### src/rtl/l1mtx_pkg.sv
// Shared encodings and burst-length helper for the L1 bus-matrix output-stage arbiter.
// No logic or latency; constants and a pure function only.
// No flow control of its own.
package l1mtx_pkg;

    typedef enum logic [1:0] {
        TR_IDLE   = 2'b00,
        TR_BUSY   = 2'b01,
        TR_NONSEQ = 2'b10,
        TR_SEQ    = 2'b11
    } htrans_e;

    typedef enum logic [2:0] {
        BU_SINGLE = 3'b000,
        BU_INCR   = 3'b001,
        BU_WRAP4  = 3'b010,
        BU_INCR4  = 3'b011,
        BU_WRAP8  = 3'b100,
        BU_INCR8  = 3'b101,
        BU_WRAP16 = 3'b110,
        BU_INCR16 = 3'b111
    } hburst_e;

    localparam logic [1:0] PORT2 = 2'b10;
    localparam logic [1:0] PORT3 = 2'b11;

    // Undefined-length INCR is arbitrated like a single beat.
    function automatic logic [4:0] burst_beats(input logic [2:0] hburst);
        logic [4:0] n;
        case (hburst)
            BU_WRAP4,  BU_INCR4:  n = 5'd4;
            BU_WRAP8,  BU_INCR8:  n = 5'd8;
            BU_WRAP16, BU_INCR16: n = 5'd16;
            default:              n = 5'd1;
        endcase
        return n;
    endfunction

endpackage

### src/rtl/l1mtx_burst_cnt.sv
// Beat counter that keeps the grant for the full length of a fixed-length burst.
// burst_hold is combinational from the current transfer and the registered count.
// State advances only when HREADYM=1; with HREADYM low the count holds.
module l1mtx_burst_cnt
    import l1mtx_pkg::*;
(
    input  logic       HCLK,
    input  logic       HRESETn,
    input  logic       HREADYM,
    input  logic       HSELM,
    input  logic [1:0] HTRANSM,
    input  logic [2:0] HBURSTM,
    output logic       burst_hold
);

    logic [4:0] beats_left_q;
    logic [4:0] beats_left_d;
    logic [4:0] beats_cur;

    // beats_cur = beats of the burst still to go, counting the one on the bus now.
    always_comb begin
        beats_cur = 5'd0;
        if (HTRANSM == TR_NONSEQ) begin
            beats_cur = burst_beats(HBURSTM);
        end else if (beats_left_q != 5'd0) begin
            beats_cur = beats_left_q - 5'd1;
        end

        beats_left_d = beats_left_q;
        if (HREADYM) begin
            if (!HSELM || (HTRANSM == TR_IDLE)) begin
                beats_left_d = 5'd0;
            end else if (HTRANSM != TR_BUSY) begin
                beats_left_d = beats_cur;
            end
        end
    end

    assign burst_hold = HSELM && HTRANSM[1] && (beats_cur > 5'd1);

    always_ff @(posedge HCLK or negedge HRESETn) begin
        if (!HRESETn) begin
            beats_left_q <= 5'd0;
        end else begin
            beats_left_q <= beats_left_d;
        end
    end

endmodule

### src/rtl/l1mtx_arb_rr.sv
// Round-robin grant of the shared slave address phase between ports 2 and 3; L1MTX_FIXED_BURST_HOLD_EN adds burst hold.
// Latency: one HCLK edge from request to registered addr_in_port/no_port.
// HREADYM low freezes all state; lock, BUSY (and counted bursts) hold the grant.
module l1mtx_arb_rr
    import l1mtx_pkg::*;
(
    input  logic       HCLK,
    input  logic       HRESETn,
    input  logic       req_port2,
    input  logic       req_port3,
    input  logic       HREADYM,
    input  logic       HSELM,
    input  logic [1:0] HTRANSM,
    input  logic [2:0] HBURSTM,
    input  logic       HMASTLOCKM,
    output logic [1:0] addr_in_port,
    output logic       no_port
);

    logic [1:0] addr_in_port_q, addr_in_port_d;
    logic       no_port_q, no_port_d;
    logic       last_grant_q, last_grant_d;
    logic       burst_hold;
    logic       hold;

`ifdef L1MTX_FIXED_BURST_HOLD_EN
    l1mtx_burst_cnt u_burst_cnt (
        .HCLK       (HCLK),
        .HRESETn    (HRESETn),
        .HREADYM    (HREADYM),
        .HSELM      (HSELM),
        .HTRANSM    (HTRANSM),
        .HBURSTM    (HBURSTM),
        .burst_hold (burst_hold)
    );
`else
    logic unused_hburst;
    assign unused_hburst = ^HBURSTM;
    assign burst_hold    = 1'b0;
`endif

    assign hold = HMASTLOCKM || (HSELM && (HTRANSM == TR_BUSY)) || burst_hold;

    always_comb begin
        addr_in_port_d = addr_in_port_q;
        no_port_d      = no_port_q;
        last_grant_d   = last_grant_q;
        if (HREADYM && !hold) begin
            case ({req_port2, req_port3})
                2'b10: begin
                    addr_in_port_d = PORT2;
                    no_port_d      = 1'b0;
                    last_grant_d   = 1'b0;
                end
                2'b01: begin
                    addr_in_port_d = PORT3;
                    no_port_d      = 1'b0;
                    last_grant_d   = 1'b1;
                end
                2'b11: begin
                    addr_in_port_d = last_grant_q ? PORT2 : PORT3;
                    no_port_d      = 1'b0;
                    last_grant_d   = ~last_grant_q;
                end
                default: begin
                    // Park on the last port so the address mux select stays stable.
                    no_port_d      = 1'b1;
                end
            endcase
        end
    end

    always_ff @(posedge HCLK or negedge HRESETn) begin
        if (!HRESETn) begin
            addr_in_port_q <= PORT2;
            no_port_q      <= 1'b1;
            last_grant_q   <= 1'b1;
        end else begin
            addr_in_port_q <= addr_in_port_d;
            no_port_q      <= no_port_d;
            last_grant_q   <= last_grant_d;
        end
    end

    assign addr_in_port = addr_in_port_q;
    assign no_port      = no_port_q;

endmodule

### config.mk
export PLATFORM = sky130hd
export DESIGN_NAME = l1mtx_arb_rr
export DESIGN_NICKNAME = d
export VERILOG_FILES = /design/src/rtl/l1mtx_pkg.sv /design/src/rtl/l1mtx_burst_cnt.sv /design/src/rtl/l1mtx_arb_rr.sv
export SDC_FILE = /design/constraint.sdc
export NUM_CORES = 1
export LEC_CHECK = 0
export BUFFER_PORTS_ARGS = -buffer_cell sky130_fd_sc_hd__buf_4
export CORE_AREA = 2 2 39 41
export DETAILED_ROUTE_END_ITERATION = 8
export DIE_AREA = 0 0 41 43
export GPL_ROUTABILITY_DRIVEN = 0
export PLACE_DENSITY = 0.38
export SLEW_MARGIN = 20
export SYNTH_ARGS = -nofsm -noshare
export SYNTH_HDL_FRONTEND = slang
export SYNTH_SLANG_ARGS = --single-unit
export TNS_END_PERCENT = 50
### constraint.sdc
create_clock -name HCLK -period 1.4 [get_ports HCLK]
set_input_delay 0.21 -clock HCLK [delete_from_list [all_inputs] [get_ports HCLK]]
set_output_delay 0.21 -clock HCLK [all_outputs]
set_load 0.05 [all_outputs]
==> flow_summary_export.csv, run 1 <==
group,metric,value,unit
run_status,status,"finished, final reports clean",
cts,cts_max_path_buffers,2,
die,rows,14,
min_path,min_path_type,"input pin to register",
synthesis,synth_top_family_by_area,"simple AND/OR/NAND/NOR gates",
sta,fin_skew,0.0000177,ns
critical_path,crit_required,1.19,ns
detailed_routing,drt_iter0_markers,1,
sta,grt_setup_unrepaired,"false",
cts,post_cts_buffers,0,
synthesis,yosysWarnings,0,
die,coreArea,1380,sq um
power_and_ir_drop,leakage,0.147,nW
detailed_routing,viasPerCell,3.38,
synthesis,synth-simple-area-share,29.0,%
cts,clock-root-buffer,"clkbuf_4",
power_and_ir_drop,vdd_ir_drop_max,218,uV
sta,finalCriticalPeriod,1.15,ns
synthesis,syn_inst,15,
placed_design,hpwl,333,microns
critical_path,timing.rr.start,"last_grant_q$_DFFE_PN1P_",
cts,clkSinkCount,3,
critical_path,crit_cells,1,
critical_path,slowest_delay,0.52,ns
synthesis,synth_area,181,sq um
critical_path,critPathKind,"register to primary output",
grt,grt_usage,5.63,%
critical_path,cpLargestDelayFamily,"flip-flops",
critical_path,worstSetupStartpointType,"register",
cts,htreeDepth,1,
sta,hold_viol,0,
critical_path,crit_chain,"buf_4",
layout,antennaDiodeCount,0,
synthesis,syn_area_per_cell,12.1,sq um
critical_path,endpoint_kind,"primary output",
sta,fin_crit_sh,82.2,%
cts,cts_tree,"built",
layout,syn2layout_area_growth,68.3,%
grt,overflow,0,
critical_path,rr_worst_depth,2,
cts,clkTransAtPathRegs,0.04,ns
die,die_area,1760,sq um
min_path,min-delay-start,"req_port2",
placed_design,placedCellCount,40,
detailed_routing,wirelength,384,microns
min_path,hold_end,"last_grant_q$_DFFE_PN1P_",
grt,grt_pass1_wl,607,microns
sta,setup_tns,0,ns
critical_path,path_max_fanout,2,
layout,layout_common_cells,"buf_4 (10), a31oi_1 (4), clkbuf_4 (3), dfstp_2 (2)",
power_and_ir_drop,p_per_area,1310,nW/um^2
die,start_util,13.1,%
cts,clock_latency,0.23,ns
layout,post-route-util,22.1,%
power_and_ir_drop,power.total,0.400,mW
die,ios,15,
synthesis,synth_xor_area_share,0,%
critical_path,rr_endpoint,"addr_in_port[0]$_DFFE_PN0P_",
layout,final_common_cell,"buf_4",
critical_path,path_buf_inv,1,
detailed_routing,ant_nets,0,
critical_path,crit_slowest_cell,"dfstp_2",
synthesis,synthDistinctLibCells,11,
critical_path,cp.arrival,0.94,ns
placed_design,port_buffers,10,
flow_run,maxCapViolations,0,
grt,grt_pass1_vias,166,
min_path,holdPathStages,2,
grt,antenna_found_initial,0,
die,die_x,41,microns
die,dieHeight,43,microns
sta,drv_slew,0,
synthesis,synth.net_count,27,
sta,setup_viol,0,
critical_path,reg2reg_slack,0.57,ns
synthesis,synthMuxAreaShare,8.28,%
grt,grt_max_degree,5,
layout,drive_gt1_share,65.5,%
detailed_routing,vias,152,
detailed_routing,avgRoutedWirePerCell,8.53,microns
sta,max_freq,0.869,GHz
detailed_routing,route.detailed.drc,0,
synthesis,synth-seq-area-share,42.8,%
synthesis,yosysTopAreaCell,"dfstp_2",
synthesis,synth-seq-cells,3,
synthesis,synth-adder-area-share,0,%
detailed_routing,drtPass1Iterations,2,
layout,fin_cells,45,
synthesis,synth_compound_gate_area_share,13.8,%
synthesis,synth_top_area_share,29.0,%
synthesis,synthTopCellsByArea,"dfstp_2 (29%), a31oi_1 (14%), dfrtp_1 (14%)",
cts,cts_buffers,3,
layout,fin_nets,42,
kinds of logic after synthesis:
logic type	count (synthesis)
other	1
flip-flops	3
AND/OR/NAND/NOR	5
buffers and inverters	1
AO/OA/AOI/OAI	4
multiplexers	1
final cells by class:
cell class	instances	area [sq um]
Clock buffer	4	26.3
Fill cell	154	1080
Multi-Input combinational cell	11	96.3
Sequential cell	3	77.6
Tap cell	16	20.0
Timing Repair Buffer	11	85.1
sequential cells by signal (all words and copies together) (netlist names):
register and flops:
no_port 1, addr_in_port 1, last_grant_q 1
through the flow:
step	setup slack (ns)	hold WS (ns)	instance area, sq um
2_1_floorplan	0.480	-0.0856	181
3_3_place_gp	0.421	-0.00240	269
3_5_place_dp	0.406	-0.000195	269
4_1_cts	0.236	0.133	305
5_1_grt	0.216	0.141	305
6_report	0.250	0.143	305
where the power goes:
| group | internal [mW] | switching (mW) | total, mW |
|---|---|---|---|
| registers | 0.114 | 0.0126 | 0.127 |
| logic | 0.0543 | 0.0691 | 0.123 |
| clock network | 0.107 | 0.0426 | 0.149 |
| total | 0.275 | 0.124 | 0.400 |
repair_timing:
item                      CTS  global route
resized for setup           0             0
hold endpoints to repair    3             0
hold buffers                1             0
cells in the mapped netlist:
master	instances
mux2_4	1
a31oi_1	4
dfstp_2	2
nand3b_4	1
buf_4	1
nor2b_4	1
conb_1	1
dfrtp_1	1
nor2_1	1
nand2b_1	1
and2_4	1
routing by layer:
layer | part of all wire, % | vias up | track usage [%]
li1 | - | 79 | -
met1 | 42 | 62 | 6.45
met2 | 42 | 11 | 6.25
met3 | 15 | 0 | 3.66
met4 | 0 | 0 | 6.00
met5 | 0 | - | 0
worst max-delay path by stage:
| stage | endpoint | startpoint |
|---|---|---|
| floorplan | addr_in_port[0]$_DFFE_PN0P_ | addr_in_port[0]$_DFFE_PN0P_ |
| global placement | no_port$_DFFE_PN1P_ | HTRANSM[1] |
| detailed placement | no_port$_DFFE_PN1P_ | HTRANSM[1] |
| CTS | no_port | no_port$_DFFE_PN1P_ |
| global route | no_port | no_port$_DFFE_PN1P_ |
| finish | no_port | no_port$_DFFE_PN1P_ |
No activity file was read; power rests on OpenSTA's default activity.
==> inputs of run 2 (changes only) <==
--- a/config.mk
+++ b/config.mk
@@ -10,7 +10,7 @@
 export DETAILED_ROUTE_END_ITERATION = 8
 export DIE_AREA = 0 0 41 43
 export GPL_ROUTABILITY_DRIVEN = 0
-export PLACE_DENSITY = 0.38
+export PLACE_DENSITY = 0.39
 export SLEW_MARGIN = 20
 export SYNTH_ARGS = -nofsm -noshare
 export SYNTH_HDL_FRONTEND = slang
==> constraint.sdc (replaced) <==
create_clock -name HCLK -period 1.05 [get_ports HCLK]
set_input_delay 0.1575 -clock HCLK [delete_from_list [all_inputs] [get_ports HCLK]]
set_output_delay 0.1575 -clock HCLK [all_outputs]
set_load 0.05 [all_outputs]
==> run 2 against run 1 <==
  * The run now ends with setup timing left
  * Combinational power grew 41%
  * Die area did not move
  * Worst hold slack lost 0.051 ns
  * Critical path type unchanged
==> flow_summary_export.csv, run 2 (synthesis gave the netlist of run 1 again) <==
group,metric,value,unit
detailed_routing,avgRoutedWirePerCell,8.93,microns
critical_path,endpoint_kind,"primary output",
cts,clock_latency,0.23,ns
detailed_routing,drt_iter0_markers,3,
layout,fin_nets,42,
die,dieHeight,43,microns
cts,clkTransAtPathRegs,0.04,ns
power_and_ir_drop,leakage,0.150,nW
cts,cts_max_path_buffers,2,
die,start_util,13.1,%
run_status,violations,"setup timing",
layout,syn2layout_area_growth,72.4,%
grt,overflow,0,
cts,post_cts_buffers,0,
sta,grt_setup_unrepaired,"true",
placed_design,place_area,269,sq um
detailed_routing,wirelength,402,microns
critical_path,crit_chain,"buf_8",
placed_design,port_buffers,10,
layout,layout_common_cells,"buf_4 (9), a31oi_1 (4), clkbuf_4 (3), dfstp_2 (2)",
critical_path,crit_required,0.89,ns
cts,clock-root-buffer,"clkbuf_4",
cts,htreeDepth,1,
sta,drv_slew,0,
sta,max_freq,0.937,GHz
critical_path,crit_path_start,"no_port$_DFFE_PN1P_",
grt,grt_usage,6.62,%
critical_path,timing.rr.start,"last_grant_q$_DFFE_PN1P_",
detailed_routing,vias,164,
critical_path,critPathKind,"register to primary output",
critical_path,path_buf_inv,1,
detailed_routing,drtPass1Iterations,2,
critical_path,cp.arrival,0.91,ns
layout,stdcell_area,313,sq um
sta,fin_skew,0.0000918,ns
grt,grt_pass1_wl,669,microns
critical_path,path_max_fanout,2,
power_and_ir_drop,vdd_ir_drop_max,257,uV
critical_path,worstSetupStartpointType,"register",
grt,antenna_found_initial,0,
layout,post-route-util,22.6,%
critical_path,crit_slowest_cell,"dfstp_2",
critical_path,slowest_delay,0.54,ns
layout,drive_gt1_share,65.5,%
grt,grt_max_degree,5,
sta,fin_crit_sh,102,%
die,die_area,1760,sq um
layout,final_common_cell,"buf_4",
die,die_x,41,microns
sta,final.setup.worst_slack,-0.0177,ns
power_and_ir_drop,p_per_area,1740,nW/um^2
die,coreArea,1380,sq um
detailed_routing,route.detailed.drc,0,
run_status,status,"complete, but fails checks",
placed_design,pre_cts_slack,0.113,ns
min_path,min_path_type,"input pin to register",
placed_design,hpwl,310,microns
cts,cts_tree,"built",
sta,hold_viol,0,
die,ios,15,
power_and_ir_drop,power.total,0.543,mW
min_path,min-delay-start,"req_port2",
sta,setup_viol,1,
die,rows,14,
cts,cts_buffers,3,
flow_run,maxCapViolations,0,
cts,clkSinkCount,3,
critical_path,cpLargestDelayFamily,"flip-flops",
detailed_routing,ant_nets,0,
grt,grt_pass1_vias,200,
detailed_routing,viasPerCell,3.64,
sta,finalCriticalPeriod,1.07,ns
layout,antennaDiodeCount,0,
[run 2: path summary, 6_finish.rpt]
path / depth (start not counted) / slack [ns] / endpoint
hold / removal: 2 / 0.09 / last_grant_q$_DFFE_PN1P_
max in group asynchronous: 2 / 0.60 / no_port$_DFFE_PN1P_
min in group asynchronous: 2 / 0.26 / addr_in_port[0]$_DFFE_PN0P_
hold reg to reg: 2 / 0.56 / addr_in_port[0]$_DFFE_PN0P_
setup reg to reg: 2 / 0.21 / addr_in_port[0]$_DFFE_PN0P_
setup / recovery: 1 / -0.02 / no_port
[run 2: final cells by class]
cell class	instances	area, sq um
clock buffer	4	26.3
fill	158	1070
multi-input combinational	11	96.3
sequential	3	77.6
tap	16	20.0
timing repair buffer	11	92.6
[run 2: timing repair]
item / 4_1_cts / 5_1_grt
resized for setup: 2 / 0
hold buffers: 1 / 0
endpoints found under the hold margin: 3 / 0
setup endpoints to repair: 1 / 1
[run 2: metal layers]
metal | global-route usage (%) | wire, microns | up-vias
li1 | - | - | 80
met1 | 3.53 | 107 | 76
met2 | 10.6 | 256 | 6
met3 | 1.57 | 23 | 2
met4 | 12.0 | 14 | 0
met5 | 0 | 0 | -
[run 2: report_power, final]
part / leakage [nW] / switching [mW] / internal [mW] / total, mW
Combinational: 0.102 / 0.0929 / 0.0800 / 0.173
Sequential: 0.0325 / 0.0172 / 0.153 / 0.170
Clock: 0.0150 / 0.0585 / 0.142 / 0.201
Total: 0.150 / 0.169 / 0.375 / 0.543
[run 2: worst reg2reg max path, cell delays in order (launching register included)]
cell and delay, ns:
dfstp_2 0.53, nand2b_1 0.11, a31oi_1 0.08
[run 2: stage by stage]
| step | hold WS [ns] | std cells | setup TNS [ns] |
|---|---|---|---|
| floorplan | -0.138 | 15 | 0 |
| global placement | -0.0531 | 40 | 0 |
| detailed placement | -0.0493 | 40 | 0 |
| CTS | 0.0819 | 45 | -0.0304 |
| global route | 0.0852 | 45 | -0.0524 |
| finish | 0.0922 | 45 | -0.0177 |
